$ cat config.mk
export PLATFORM = sky130hd
export DESIGN_NAME = regfile_preload_flat
export DESIGN_NICKNAME = d
export VERILOG_FILES = /design/src/rtl/regfile_preload_pkg.sv /design/src/rtl/regfile_preload_if.sv /design/src/rtl/preload_verify.sv /design/src/rtl/regfile_preload.sv /design/src/flat_wrapper.sv
export SDC_FILE = /design/constraint.sdc
export NUM_CORES = 1
export LEC_CHECK = 0
export ABC_AREA = 1
export ABC_CLOCK_PERIOD_IN_PS = 3540
export BUFFER_PORTS_ARGS = -buffer_cell sky130_fd_sc_hd__buf_2
export CELL_PAD_IN_SITES_DETAIL_PLACEMENT = 2
export CELL_PAD_IN_SITES_GLOBAL_PLACEMENT = 2
export CORE_MARGIN = 1
export CORE_UTILIZATION = 23
export CTS_CLUSTER_DIAMETER = 60
export DETAILED_ROUTE_END_ITERATION = 10
export HOLD_SLACK_MARGIN = 0.12
export PLACE_DENSITY_LB_ADDON = 0.15
export RECOVER_POWER = 50
export SLEW_MARGIN = 15
export SYNTH_ARGS = -nofsm -noshare
export SYNTH_HDL_FRONTEND = slang
export SYNTH_SLANG_ARGS = --single-unit
$ cat constraint.sdc
create_clock -name clock -period 3.54 [get_ports clock]
set_clock_uncertainty 0.2 [all_clocks]
set_input_delay 0.708 -clock clock [delete_from_list [all_inputs] [get_ports clock]]
set_output_delay 0.708 -clock clock [all_outputs]
set_load 0.05 [all_outputs]
$ cat src/rtl/regfile_preload_pkg.sv
// rtl/regfile_preload_pkg.sv - shared sizes, FSM state encoding and helpers for the regfile preloader
package regfile_preload_pkg;

  localparam int NUM_REGS = 32;
  localparam int ADDR_W   = $clog2(NUM_REGS);
  localparam int DATA_W   = 32;
  localparam int CNT_W    = 6;

  typedef enum logic [1:0] {
    S_IDLE  = 2'd0,
    S_LOAD  = 2'd1,
    S_DRAIN = 2'd2
  } state_t;

  // Saturating increment so a long session pins the count at all-ones.
  function automatic logic [CNT_W-1:0] sat_inc(input logic [CNT_W-1:0] v);
    return (v == '1) ? v : v + CNT_W'(1);
  endfunction

endpackage

$ cat src/rtl/regfile_preload_if.sv
// rtl/regfile_preload_if.sv - {reg, value} beat stream with valid/ready handshake
interface regfile_preload_if;
  import regfile_preload_pkg::*;

  logic              in_valid;
  logic              in_ready;
  logic [ADDR_W-1:0] in_addr;
  logic [DATA_W-1:0] in_data;
  logic              in_last;

  modport master (output in_valid, in_addr, in_data, in_last, input in_ready);
  modport slave  (input in_valid, in_addr, in_data, in_last, output in_ready);

endinterface

$ cat src/rtl/preload_verify.sv
// rtl/preload_verify.sv - readback compare of preload writes, built only with PRELOAD_VERIFY_EN
module preload_verify
  import regfile_preload_pkg::*;
(
  input  logic              clock,
  input  logic              reset_n,
  input  logic              clear,
  input  logic              wr_valid,
  input  logic [ADDR_W-1:0] wr_addr,
  input  logic [DATA_W-1:0] wr_data,
  input  logic [DATA_W-1:0] rd_data,
  output logic              rd_sel,
  output logic [ADDR_W-1:0] rd_addr,
  output logic              mismatch
);

  logic [DATA_W-1:0] chk_data;

  // The write lands at the edge ending the rf_we cycle, so the following cycle reads it back.
  always_ff @(posedge clock or negedge reset_n) begin
    if (!reset_n) begin
      rd_sel   <= 1'b0;
      rd_addr  <= '0;
      chk_data <= '0;
      mismatch <= 1'b0;
    end else begin
      rd_sel   <= wr_valid;
      rd_addr  <= wr_valid ? wr_addr : '0;
      chk_data <= wr_data;
      if (clear) begin
        mismatch <= 1'b0;
      end else if (rd_sel && (rd_data != chk_data)) begin
        mismatch <= 1'b1;
      end
    end
  end

endmodule

$ cat src/rtl/regfile_preload.sv
// rtl/regfile_preload.sv - regfile write-port preloader; PRELOAD_VERIFY_EN adds readback compare
module regfile_preload
  import regfile_preload_pkg::*;
#(
  parameter int HOLD_CYCLES = 2
) (
  input  logic              clock,
  input  logic              reset_n,
  input  logic              start,
  regfile_preload_if.slave  beat,
  input  logic              cpu_rwe,
  input  logic [ADDR_W-1:0] cpu_rd,
  input  logic [DATA_W-1:0] cpu_wdata,
  output logic              rf_we,
  output logic [ADDR_W-1:0] rf_wreg,
  output logic [DATA_W-1:0] rf_wdata,
  output logic [ADDR_W-1:0] rf_raddr,
  output logic              rf_rsel,
  input  logic [DATA_W-1:0] rf_rdata,
  output logic              cpu_hold,
  output logic              busy,
  output logic              done,
  output logic [CNT_W-1:0]  wr_count,
  output logic              err_r0,
  output logic              mismatch
);

  localparam int            CW       = $clog2(HOLD_CYCLES + 1);
  localparam logic [CW-1:0] HOLD_PRE = CW'(HOLD_CYCLES - 1);
  localparam logic [CW-1:0] HOLD_END = CW'(HOLD_CYCLES);

  state_t            state;
  logic [CW-1:0]     drain_cnt;
  logic              in_ready_q;
  logic              pend;
  logic [ADDR_W-1:0] pend_addr;
  logic [DATA_W-1:0] pend_data;
  logic              accept;
  logic              start_ok;

  assign beat.in_ready = in_ready_q;
  assign accept        = in_ready_q & beat.in_valid;
  assign start_ok      = start & (state == S_IDLE);

  always_ff @(posedge clock or negedge reset_n) begin
    if (!reset_n) begin
      state      <= S_IDLE;
      drain_cnt  <= '0;
      in_ready_q <= 1'b0;
      cpu_hold   <= 1'b0;
      busy       <= 1'b0;
      done       <= 1'b0;
      wr_count   <= '0;
      err_r0     <= 1'b0;
      pend       <= 1'b0;
      pend_addr  <= '0;
      pend_data  <= '0;
    end else begin
      done <= 1'b0;
      pend <= 1'b0;
      unique case (state)
        S_IDLE: begin
          if (start_ok) begin
            state      <= S_LOAD;
            in_ready_q <= 1'b1;
            cpu_hold   <= 1'b1;
            busy       <= 1'b1;
            wr_count   <= '0;
            err_r0     <= 1'b0;
          end
        end
        S_LOAD: begin
          if (accept) begin
            pend      <= (beat.in_addr != '0);
            pend_addr <= beat.in_addr;
            pend_data <= beat.in_data;
            if (beat.in_addr == '0) begin
              err_r0 <= 1'b1;
            end else begin
              wr_count <= sat_inc(wr_count);
            end
            if (beat.in_last) begin
              state      <= S_DRAIN;
              in_ready_q <= 1'b0;
              drain_cnt  <= '0;
            end
          end
        end
        S_DRAIN: begin
          // drain_cnt==0 is the final write cycle; hold lasts HOLD_CYCLES beyond it.
          drain_cnt <= drain_cnt + CW'(1);
          if (drain_cnt == HOLD_PRE) begin
            done <= 1'b1;
          end
          if (drain_cnt == HOLD_END) begin
            state    <= S_IDLE;
            cpu_hold <= 1'b0;
            busy     <= 1'b0;
          end
        end
        default: state <= S_IDLE;
      endcase
    end
  end

  always_comb begin
    rf_we    = 1'b0;
    rf_wreg  = '0;
    rf_wdata = '0;
    if (pend) begin
      rf_we    = 1'b1;
      rf_wreg  = pend_addr;
      rf_wdata = pend_data;
    end else if (state == S_IDLE) begin
      rf_we    = cpu_rwe;
      rf_wreg  = cpu_rd;
      rf_wdata = cpu_wdata;
    end
  end

`ifdef PRELOAD_VERIFY_EN
  preload_verify u_verify (
    .clock    (clock),
    .reset_n  (reset_n),
    .clear    (start_ok),
    .wr_valid (pend),
    .wr_addr  (pend_addr),
    .wr_data  (pend_data),
    .rd_data  (rf_rdata),
    .rd_sel   (rf_rsel),
    .rd_addr  (rf_raddr),
    .mismatch (mismatch)
  );
`else
  logic unused_rdata;
  assign unused_rdata = ^rf_rdata;
  assign rf_rsel      = 1'b0;
  assign rf_raddr     = '0;
  assign mismatch     = 1'b0;
`endif

endmodule

$ cat src/flat_wrapper.sv
// flat-port wrapper written by rule: the top's interface ports become plain ports
module regfile_preload_flat import regfile_preload_pkg::*;
#(
  parameter int HOLD_CYCLES = 2
)
  (clock, reset_n, start, cpu_rwe, cpu_rd, cpu_wdata, rf_we, rf_wreg, rf_wdata, rf_raddr, rf_rsel, rf_rdata, cpu_hold, busy, done, wr_count, err_r0, mismatch, beat_in_valid, beat_in_addr, beat_in_data, beat_in_last, beat_in_ready);
  regfile_preload_if beat_i ();
  input  logic clock;
  input  logic reset_n;
  input  logic start;
  input  logic cpu_rwe;
  input  logic [ADDR_W-1:0] cpu_rd;
  input  logic [DATA_W-1:0] cpu_wdata;
  output logic rf_we;
  output logic [ADDR_W-1:0] rf_wreg;
  output logic [DATA_W-1:0] rf_wdata;
  output logic [ADDR_W-1:0] rf_raddr;
  output logic rf_rsel;
  input  logic [DATA_W-1:0] rf_rdata;
  output logic cpu_hold;
  output logic busy;
  output logic done;
  output logic [CNT_W-1:0] wr_count;
  output logic err_r0;
  output logic mismatch;
  input wire logic [$bits(beat_i.in_valid)-1:0] beat_in_valid;
  input wire logic [$bits(beat_i.in_addr)-1:0] beat_in_addr;
  input wire logic [$bits(beat_i.in_data)-1:0] beat_in_data;
  input wire logic [$bits(beat_i.in_last)-1:0] beat_in_last;
  output wire logic [$bits(beat_i.in_ready)-1:0] beat_in_ready;
  assign beat_i.in_valid = beat_in_valid;
  assign beat_i.in_addr = beat_in_addr;
  assign beat_i.in_data = beat_in_data;
  assign beat_i.in_last = beat_in_last;
  assign beat_in_ready = beat_i.in_ready;
  regfile_preload #(.HOLD_CYCLES(HOLD_CYCLES)) u_core (.clock(clock), .reset_n(reset_n), .start(start), .beat(beat_i), .cpu_rwe(cpu_rwe), .cpu_rd(cpu_rd), .cpu_wdata(cpu_wdata), .rf_we(rf_we), .rf_wreg(rf_wreg), .rf_wdata(rf_wdata), .rf_raddr(rf_raddr), .rf_rsel(rf_rsel), .rf_rdata(rf_rdata), .cpu_hold(cpu_hold), .busy(busy), .done(done), .wr_count(wr_count), .err_r0(err_r0), .mismatch(mismatch));
endmodule
Word-level counts from Yosys, hierarchy flattened. Cells that the tools add are included.

Bits in registers: 52. Output and inout port bits: 56.

Add/sub/neg operators: 2. Eq/ne operators: 12. Mux-type cells: 33. Bitwise operators: 2. Reductions and logical operators: 13.

Operator list (number): 32-bit 2-to-1 mux (2); 6-bit 2-to-1 mux (4); 1-bit 2-to-1 mux (13); 2-bit 2-to-1 mux (6); 6-bit case mux with 2 select lines (1); 4-bit AND reduction (3); 5-bit 2-to-1 mux (2); 2-bit by 1-bit inequality test with 1-bit output, second input constant (4); 6-bit by 1-bit adder with 6-bit output, second input constant (1); 6-bit == test, second input constant (1); 2-bit inequality test, second input constant (3); 1-bit case mux with 2 select lines (3); 2-bit case mux with 3 select lines (1); 3-bit AND reduction (2); 2-bit nonzero test (3); 5-bit zero test (1); 5-bit AND reduction (1); 5-bit nonzero test (1); 2-bit by 1-bit == test with 1-bit output, second input constant (2); 2-bit == test, second input constant (2); 2-bit case mux with 2 select lines (1); 2-bit by 1-bit adder with 2-bit output, second input constant (1); 1-bit AND (2); 2-bit zero test (1); 2-bit AND reduction (1).

Logic depth before layout (Yosys ltp). Gate-level depths: netlist of the first run.

Word-level depth: 5. Mapped depth: 8.

Least setup slack after synthesis of the first run. No wires, ideal clock.

Path kind: register to output. Start: reg u_core.pend. End: out rf_wdata[30]. Arrival: 1.798 ns. Data required time: 2.632 ns. Path slack: 0.834 ns. Cell stages (with the launch flop): 5. Cells stage by stage: dfrtp_1 -> buf_2 -> inv_1 -> buf_2 -> o21ai_0.

Word-level cells in the longest chain between the ends: 1.

Ends and longest elaborated chain: start: declaration (line regfile_preload.sv:35) `logic pend;`; start signal: assignment (line regfile_preload.sv:74) `pend <= (beat.in_addr != '0);`; 32-bit 2-to-1 mux (line regfile_preload.sv:110) `if (pend) begin`; end: declaration (line flat_wrapper.sv:16) `output logic [DATA_W-1:0] rf_wdata;`.

No other way between the ends.

Worst setup path in the final report of the first run.
Start: reg u_core.state[0]. End: out rf_wdata[30].

Word-level cells in the longest chain between the ends: 3.

Ends and longest elaborated chain: start: declaration (line regfile_preload.sv:32) `state_t state;`; start signal: assignment (line regfile_preload.sv:47) `state <= S_IDLE;`; start signal: assignment (line regfile_preload.sv:64) `state <= S_LOAD;`; start signal: assignment (line regfile_preload.sv:83) `state <= S_DRAIN;`; 2-bit zero test (line regfile_preload.sv:114) `end else if (state == S_IDLE) begin`; 32-bit 2-to-1 mux (line regfile_preload.sv:114); 32-bit 2-to-1 mux (line regfile_preload.sv:110).

No other way between the ends.

==> metrics, run 1 <==
die outline height=113 um; vias per cell=4.45; CP required=2.63 ns; CTS tree=done; DRT Wirelength=9330 um; hold buffers post-CTS=0; PortBufs=128; Max-cap violations=1; root buffer cell=clkbuf_16; violated checks=max-capacitance violations, max-slew violations; # clock sinks=52; CP max-delay cell=dfrtp_1; Worst EP arrival=1.88 ns; post-cts resize count=0; I/O pins=168; commonest cells after routing, fill and taps aside=nand2_1, buf_2, dfrtp_1, nand3_1, nor2_1; Final Hold Vio Count=0; top cells by area, synth=dfrtp_1, nand2_1, nand3_1; Critical R2R Capture=u_core.wr_count[1]; Leakage=2.16 nW; Iteration-0 DRC Markers=64; Die X=113 um; largest net degree at the start of global routing=42; syn_area_per_cell=7.19 um2; CTS buffer count=5; hold slack=0.277 ns; commonest non-fill, non-tap cell in the layout=nand2_1; period utilization=78.8%; Rows=40; GRT Total Usage=15.5%; post-synthesis sequential element count=52; Peak VDD IR=0.284 mV; half-perimeter wire length after placement=6950 um; final setup fails=0; Final ANT Viol Nets=0; type of the worst setup path=flop to output pin; Setup TNS=0 ns; Max Transition Viols Final=42; worst stage delay on the critical path=0.44 ns; Hold Crit Class=flop to flop; routed len/inst=14.1 um; fill count=1486; crit start category=flop; sequential element share of the synthesized area=46.0%; Distinct cells, synth=22; DRC errors left=0; core area=0.0120 mm2; antenna fix cells=0; R2R depth=8; H-tree depth=2; drt pass-1 iters=4; Post-CTS Setup Inserts=0; vias in the first global route=3150; clk_lat worst skew=0.29 ns; worst reg-to-reg setup slack=1.16 ns; share of cells above drive strength 1=27.7%; starting density of the core=23.5%; share of the synthesized area in the top cell type=46.0%; crit path from=u_core.state[0]; post-synthesis cell count=393; critical path, cell by cell=nor2_4 -> buf_4 -> nand3_1 -> o21ai_0 -> buf_2; Critical Path End Type=output pin; area delta synth->final=28.8%; Power Density=961 mW/mm2; status=finished, violations left; Reg clk slew, reported paths=0.07 ns; worst r2r src=u_core.state[1]; overflow left after global routing=0; initial antenna violation count=0; fin crit period=2.79 ns; Max Freq=359 MHz; Power Total=3.50 mW; Max Buffers Root-to-Sink=2; Die ar.=0.0127 mm2; Tightest Pin Transition=2.27 ns; crit path capture=rf_wdata[30]; vias=2934; Rel. slew slack=-51.1%; RSZ-0062 raised after global routing=no; Synth area leader=dfrtp_1; first-pass GRT wire length=15600 um; worst-path fanout max=28; GP Congestion=0.732; synthesized cell area=0.00283 mm2; synth warn=0; Final #Nets=628
-- stage by stage --
step | setup slack (ns) | instances | instance area [um2] | util [%]
6_report | 0.752 | 660 | 3640 | 30.3
5_1_grt | 0.448 | 660 | 3640 | 30.3
3_3_place_gp | 1.02 | 653 | 3540 | 29.5
2_1_floorplan | 0.834 | 399 | 2850 | -
4_1_cts | 0.653 | 660 | 3670 | 30.6
3_5_place_dp | 0.995 | 653 | 3540 | 29.5
-- cell usage after synthesis --
library cell / count
buf_4: 9
dfrtp_1: 52
clkbuf_1: 6
o21ai_0: 6
conb_1: 1
nand3_4: 1
nor3b_1: 1
nor2_2: 2
nand2_2: 4
nor2_1: 14
nor2_4: 2
nand2_1: 209
nand3_1: 49
inv_1: 13
a21oi_1: 2
inv_2: 2
buf_6: 6
o211ai_1: 1
o22ai_1: 1
ha_1: 3
buf_2: 8
xor2_1: 1
-- how the worst min path moves through the flow --
stage / slack [ns] / from / cells past startpoint / to
CTS: 0.28 / u_core.pend_data[19] / 2 / u_core.pend_data[19]
global route: 0.31 / u_core.pend_data[0] / 2 / u_core.pend_data[0]
global placement: 0.26 / u_core.pend_data[1] / 2 / u_core.pend_data[1]
floorplan: 0.21 / reset_n / 0 / u_core.beat.in_ready
detailed placement: 0.27 / u_core.pend_data[19] / 2 / u_core.pend_data[19]
finish: 0.28 / u_core.pend_data[19] / 2 / u_core.pend_data[19]
-- cell families after synthesis --
family	synth area share (%)
AND/OR/NAND/NOR	41.3
AO/OA/AOI/OAI	1.90
XOR/XNOR	0.310
adder cells (fa/ha/maj)	1.33
flip-flops	46.0
buffers and inverters	8.99
other	0.133
-- critical path: cells and delay by family, from the launching register on --
family,cells,cell delay [ns]
and+or+nand+nor,2,0.41
AOI/OAI and AO/OA,1,0.08
buffers and inverters,2,0.64
DFF,1,0.44
-- layout make-up --
| class | count | area (um2) | area share, % |
|---|---|---|---|
| Sequential cell | 52 | 1300 | 35.8 |
| Timing Repair Buffer | 136 | 686 | 18.8 |
| Clock buffer | 6 | 129 | 3.54 |
| Clock inverter | 1 | 5.00 | 0.138 |
| Inverter | 15 | 56.3 | 1.55 |
| Tap cell | 147 | 184 | 5.05 |
| Multi-Input combinational cell | 303 | 1280 | 35.1 |
-- registers in the layout, indices dropped and copies added (netlist names) --
signal                count
u_core.err_r0             1
u_core.state              2
u_core.drain_cnt          2
u_core.pend_data         32
u_core.cpu_hold           1
u_core.pend               1
u_core.beat.in_ready      1
u_core.done               1
u_core.pend_addr          5
u_core.wr_count           6
-- report_power, final --
group | internal [mW] | switching [mW]
Sequential | 0.840 | 0.164
Clock | 0.258 | 0.213
Combinational | 0.474 | 1.55
Total | 1.57 | 1.93
-- metal layers --
metal  routed length (um)  vias to the layer above  track usage, %
met4                   85                        0            3.68
li1                     -                     1437               -
met2                 4710                       83            28.1
met1                 4010                     1408            19.0
met5                    0                        -               0
met3                  532                        6            2.73
Note: power is estimated with default switching activity, not from simulation.
==> run 2, diff against run 1 <==
--- a/config.mk
+++ b/config.mk
@@ -6,12 +6,12 @@
 export NUM_CORES = 1
 export LEC_CHECK = 0
 export ABC_AREA = 1
-export ABC_CLOCK_PERIOD_IN_PS = 3540
+export ABC_CLOCK_PERIOD_IN_PS = 2500
 export BUFFER_PORTS_ARGS = -buffer_cell sky130_fd_sc_hd__buf_2
 export CELL_PAD_IN_SITES_DETAIL_PLACEMENT = 2
 export CELL_PAD_IN_SITES_GLOBAL_PLACEMENT = 2
 export CORE_MARGIN = 1
-export CORE_UTILIZATION = 23
+export CORE_UTILIZATION = 20
 export CTS_CLUSTER_DIAMETER = 60
 export DETAILED_ROUTE_END_ITERATION = 10
 export HOLD_SLACK_MARGIN = 0.12
==> constraint.sdc (replaced) <==
create_clock -name clock -period 2.5 [get_ports clock]
set_clock_uncertainty 0.2 [all_clocks]
set_input_delay 0.5 -clock clock [delete_from_list [all_inputs] [get_ports clock]]
set_output_delay 0.5 -clock clock [all_outputs]
set_load 0.05 [all_outputs]
==> run 2 against run 1 <==
  * The flow now finishes without violations
  * Worst hold slack lost 0.076 ns
  * Count of clock-buffer cells in the layout stayed put
  * Clock power increased by 52%
  * Setup slack worse by 0.52 ns
  * Combinational power up 47%
  * First-iteration DRC count up 52%
  * Non-clock buffer count grew 1
==> metrics, run 2 (same netlist as run 1, synthesis figures left out) <==
status=completed; commonest cells after routing, fill and taps aside=nand2_1, buf_2, dfrtp_1, nand3_1, nor2_1; max reg flops=32 (unchanged); Iteration-0 DRC Markers=97 (+52%); placed insts=686 (+5.1%); DRC errors left=0 (unchanged); area delta synth->final=32.8%; die outline height=121 um (+7.1%); Post-CTS Setup Inserts=0 (unchanged); CP max-delay cell=dfrtp_1; critical path, cell by cell=nor2_4 -> buf_12 -> nand3_1 -> o21ai_0 -> buf_2; Rows=43 (+7.5%); Setup TNS=0 ns (unchanged); WHS Path Cells=3 (+1); DRT Wirelength=10100 um (+8.2%); Critical Path End Type=output pin; Die X=121 um (+7.1%); Power Total=5.10 mW (+46%); drt pass-1 iters=4 (unchanged); half-perimeter wire length after placement=7510 um (+8.0%); biggest regs=u_core.pend_data x32, u_core.wr_count x6, u_core.pend_addr x5; antenna fix cells=0 (unchanged); vias per cell=4.23 (-4.8%); routed len/inst=14.6 um (+2.9%); Die ar.=0.0146 mm2 (+15%); final setup fails=0 (unchanged); crit start category=flop; share of cells above drive strength 1=27.6% (-0.054 points); combined area of the multi-input logic cells=0.00129 mm2 (+0.78%); Final Hold Vio Count=0 (unchanged); Tightest Pin Transition=1.34 ns (-0.927 ns); first-pass GRT wire length=16100 um (+3.6%); Power Density=1360 mW/mm2 (+41%); post-cts resize count=0 (unchanged); Max Transition Viols Final=0 (-100%); GRT Total Usage=14.2% (-1.3 points); RSZ-0062 raised after global routing=no; Final WS setup=0.231 ns (-0.521 ns); Rel. slew slack=10.7% (+62 points); CP required=1.80 ns (-0.83 ns); fill count=1660 (+12%); Max Buffers Root-to-Sink=2 (unchanged); worst-path fanout max=39 (+39%); register area=0.00130 mm2 (unchanged); hold slack=0.201 ns (-0.0763 ns); Biggest register=u_core.pend_data; core area=0.0138 mm2 (+15%); Worst EP arrival=1.57 ns (-0.31 ns); Post-Layout Cell Count=694 (+5.2%); Peak VDD IR=0.312 mV (+9.7%); clk_lat worst skew=0.29 ns (about the same); post-route cell area=0.00375 mm2 (+3.1%); overflow left after global routing=0 (unchanged); Leakage=2.17 nW (+0.67%); placed instance area=0.00363 mm2 (+2.6%); H-tree depth=2 (unchanged); R2R depth=7 (-1); worst stage delay on the critical path=0.44 ns (about the same); Max Freq=441 MHz; initial antenna violation count=0 (unchanged); starting density of the core=20.4% (-3.1 points); Final #Nets=629 (+0.16%); root buffer cell=clkbuf_16; CTS tree=done; hold buffers post-CTS=1 (+1); Max-cap violations=0 (-1); largest net degree at the start of global routing=40 (-4.8%); fin util=27.1% (-3.2 points); CTS buffer count=5 (unchanged); vias=2936 (+0.068%); Final ANT Viol Nets=0 (unchanged); commonest non-fill, non-tap cell in the layout=nand2_1; type of the worst setup path=flop to output pin; PortBufs=128 (unchanged); DP Worst Slack=0.465 ns (-0.530 ns); fin crit period=2.27 ns; I/O pins=168 (unchanged); Hold Crit Class=input pin to flop; vias in the first global route=3193 (+1.4%); # clock sinks=52 (unchanged); Reg clk slew, reported paths=0.08 ns (about the same); period utilization=90.8%; GP Congestion=0.676 (-7.6%)
## run 2: final cells by class
type / instances / area share, %
multi-input combinational: 303 / 34.3
clock buffer: 6 / 3.70
sequential: 52 / 34.7
clock inverter: 1 / 0.233
tap: 180 / 6.00
timing repair buffer: 137 / 19.6
inverter: 15 / 1.50
## run 2: worst paths after layout
kind,from,slack (ns),endpoint
min in group asynchronous,reset_n,0.84,u_core.pend_data[18]
min,beat_in_data[4],0.20,u_core.pend_data[4]
max,u_core.state[0],0.23,rf_wdata[30]
max in group asynchronous,reset_n,0.45,u_core.pend_data[27]
min reg2reg,u_core.pend_data[10],0.29,u_core.pend_data[10]
max reg2reg,u_core.state[0],0.34,u_core.err_r0
## run 2: worst max-delay path, delay by kind of cell, from the launching register on
kind / cells / cell delay, ns
compound gates: 1 / 0.08
flops: 1 / 0.44
buf+inv: 2 / 0.51
simple gates: 2 / 0.24
## run 2: power breakdown
part	internal (mW)	total, mW	switching [mW]	leakage (nW)
Clock	0.396	0.714	0.318	0.0729
Combinational	0.718	2.97	2.25	1.45
Sequential	1.19	1.42	0.227	0.654
## run 2: per-layer routing
metal | up-vias | global-route usage [%] | part of all wire, %
li1 | 1439 | - | -
met1 | 1407 | 17.5 | 44
met2 | 84 | 25.3 | 49
met3 | 6 | 2.68 | 5.4
met4 | 0 | 3.24 | 0.90
met5 | - | 0 | 0
==> run 3, diff against run 2 <==
==> constraint.sdc (replaced) <==
create_clock -name clock -period 2.5 [get_ports clock]
set_clock_uncertainty 0.2 [all_clocks]
set_input_delay 0.5 -clock clock [delete_from_list [all_inputs] [get_ports clock]]
set_output_delay 0.5 -clock clock [all_outputs]
set_load 0.005 [all_outputs]
==> run 3 against run 2 <==
  * Total power is 19% lower
  * Sequential power hardly changed
  * Count of clock-buffer cells in the layout is 1 higher
  * Final cell count is 0.14% higher
==> metrics, run 3 (same netlist as run 1, synthesis figures left out) <==
Die ar.=0.0146 mm2 (unchanged); status=completed; Max Buffers Root-to-Sink=2 (unchanged); Final ANT Viol Nets=0 (unchanged); final setup fails=0 (unchanged); Leakage=2.21 nW (+1.8%); biggest regs=u_core.pend_data x32, u_core.wr_count x6, u_core.pend_addr x5; vias in the first global route=3073 (-3.8%); Iteration-0 DRC Markers=100 (+3.1%); Max Transition Viols Final=0 (unchanged); post-route cell area=0.00380 mm2 (+1.3%); # clock sinks=52 (unchanged); DRC errors left=0 (unchanged); crit path from=u_core.state[0]; commonest cells after routing, fill and taps aside=nand2_1, buf_2, dfrtp_1, nand3_1, nor2_1; antenna fix cells=0 (unchanged); placed instance area=0.00362 mm2 (-0.34%); starting density of the core=20.4% (unchanged); share of cells above drive strength 1=29.3% (+1.7 points); Worst EP arrival=1.42 ns (-0.15 ns); max reg flops=32 (unchanged); CTS buffer count=5 (unchanged); first-pass GRT wire length=15600 um (-3.2%); initial antenna violation count=0 (unchanged); die outline height=121 um (unchanged); drt pass-1 iters=4 (unchanged); type of the worst setup path=flop to output pin; Rows=43 (unchanged); HP Start=beat_in_data[24]; vias per cell=4.17 (-1.5%); fin util=27.5% (+0.36 points); Setup TNS=0 ns (unchanged); fin crit period=2.12 ns (-0.148 ns); crit start category=flop; hold slack=0.202 ns (+0.00163 ns); routed len/inst=14.1 um (-3.4%); GP Congestion=0.678 (+0.24%); GRT Total Usage=13.6% (-0.63 points); PortBufs=128 (unchanged); Peak VDD IR=0.282 mV (-9.5%); commonest non-fill, non-tap cell in the layout=nand2_1; CTS tree=done; I/O pins=168 (unchanged); Max Freq=471 MHz (+7.0%); DRT Wirelength=9770 um (-3.3%); clk_lat worst skew=0.29 ns (about the same); overflow left after global routing=0 (unchanged); Reg clk slew, reported paths=0.07 ns (about the same); Hold Crit Class=input pin to flop; RSZ-0062 raised after global routing=no; DP Worst Slack=0.481 ns (+0.0161 ns); Max-cap violations=0 (unchanged); R2R depth=7 (unchanged); Power Density=1080 mW/mm2 (-20%); Final #Nets=629 (unchanged); Die X=121 um (unchanged); Final Hold Vio Count=0 (unchanged); core area=0.0138 mm2 (unchanged); half-perimeter wire length after placement=7250 um (-3.5%); Critical Path End Type=output pin; worst-path fanout max=39 (unchanged); WHS Path Cells=3 (unchanged); Final WS setup=0.379 ns (+0.148 ns); CP required=1.80 ns (about the same); Rel. slew slack=20.2% (+9.5 points); vias=2895 (-1.4%); Tightest Pin Transition=1.20 ns (-0.142 ns); area delta synth->final=34.6%; period utilization=84.9% (-5.9 points); Biggest register=u_core.pend_data; root buffer cell=clkbuf_16; H-tree depth=2 (unchanged); post-cts resize count=0 (unchanged); largest net degree at the start of global routing=40 (unchanged); worst r2r src=u_core.beat.in_ready
## run 3: critical path: stages (launching register included)
cell and delay, ns:
dfrtp_1 0.45, nor2_4 0.15, buf_12 0.22, nand3_1 0.09, o21ai_0 0.08, buf_2 0.13
## run 3: what timing repair did
item,CTS,global route
hold endpoints to repair,19,0
hold buffers,1,0
setup buffers,0,0
## run 3: path summary, 6_finish.rpt
kind | slack, ns | end
setup / recovery | 0.38 | rf_wdata[30]
hold / removal | 0.20 | u_core.pend_data[24]
setup reg to reg | 0.47 | u_core.err_r0
hold reg to reg | 0.28 | u_core.pend_data[15]
max in group asynchronous | 0.54 | u_core.pend_data[18]
min in group asynchronous | 0.78 | u_core.pend_data[17]
## run 3: cell type report
cell class	count	area, um2
clock inverters	1	30.0
flip-flops and latches	52	1300
multi-input cells	303	1300
well taps	180	225
inverters	15	56.3
clock buffers	7	153
fillers	1630	10000
repair buffers	137	742
## run 3: metal layers
| metal | wire, um | GRT usage, % | share of wire [%] | vias to the layer above |
|---|---|---|---|---|
| met5 | 0 | 0 | 0 | - |
| met3 | 471 | 2.11 | 4.8 | 5 |
| met1 | 4480 | 17.6 | 46 | 1366 |
| met2 | 4740 | 23.4 | 48 | 83 |
| met4 | 89 | 3.24 | 0.91 | 0 |
| li1 | - | - | - | 1441 |
## run 3: through the flow
stage	power [mW]	cells
global route	4.51	695
finish	4.11	695
floorplan	2.58	399
global placement	3.27	686
CTS	4.23	695
detailed placement	3.35	686
## run 3: report_power, final
| group | total (mW) | switching, mW | internal (mW) |
|---|---|---|---|
| clock network | 0.839 | 0.311 | 0.528 |
| registers | 1.42 | 0.226 | 1.19 |
| logic | 1.85 | 1.13 | 0.720 |
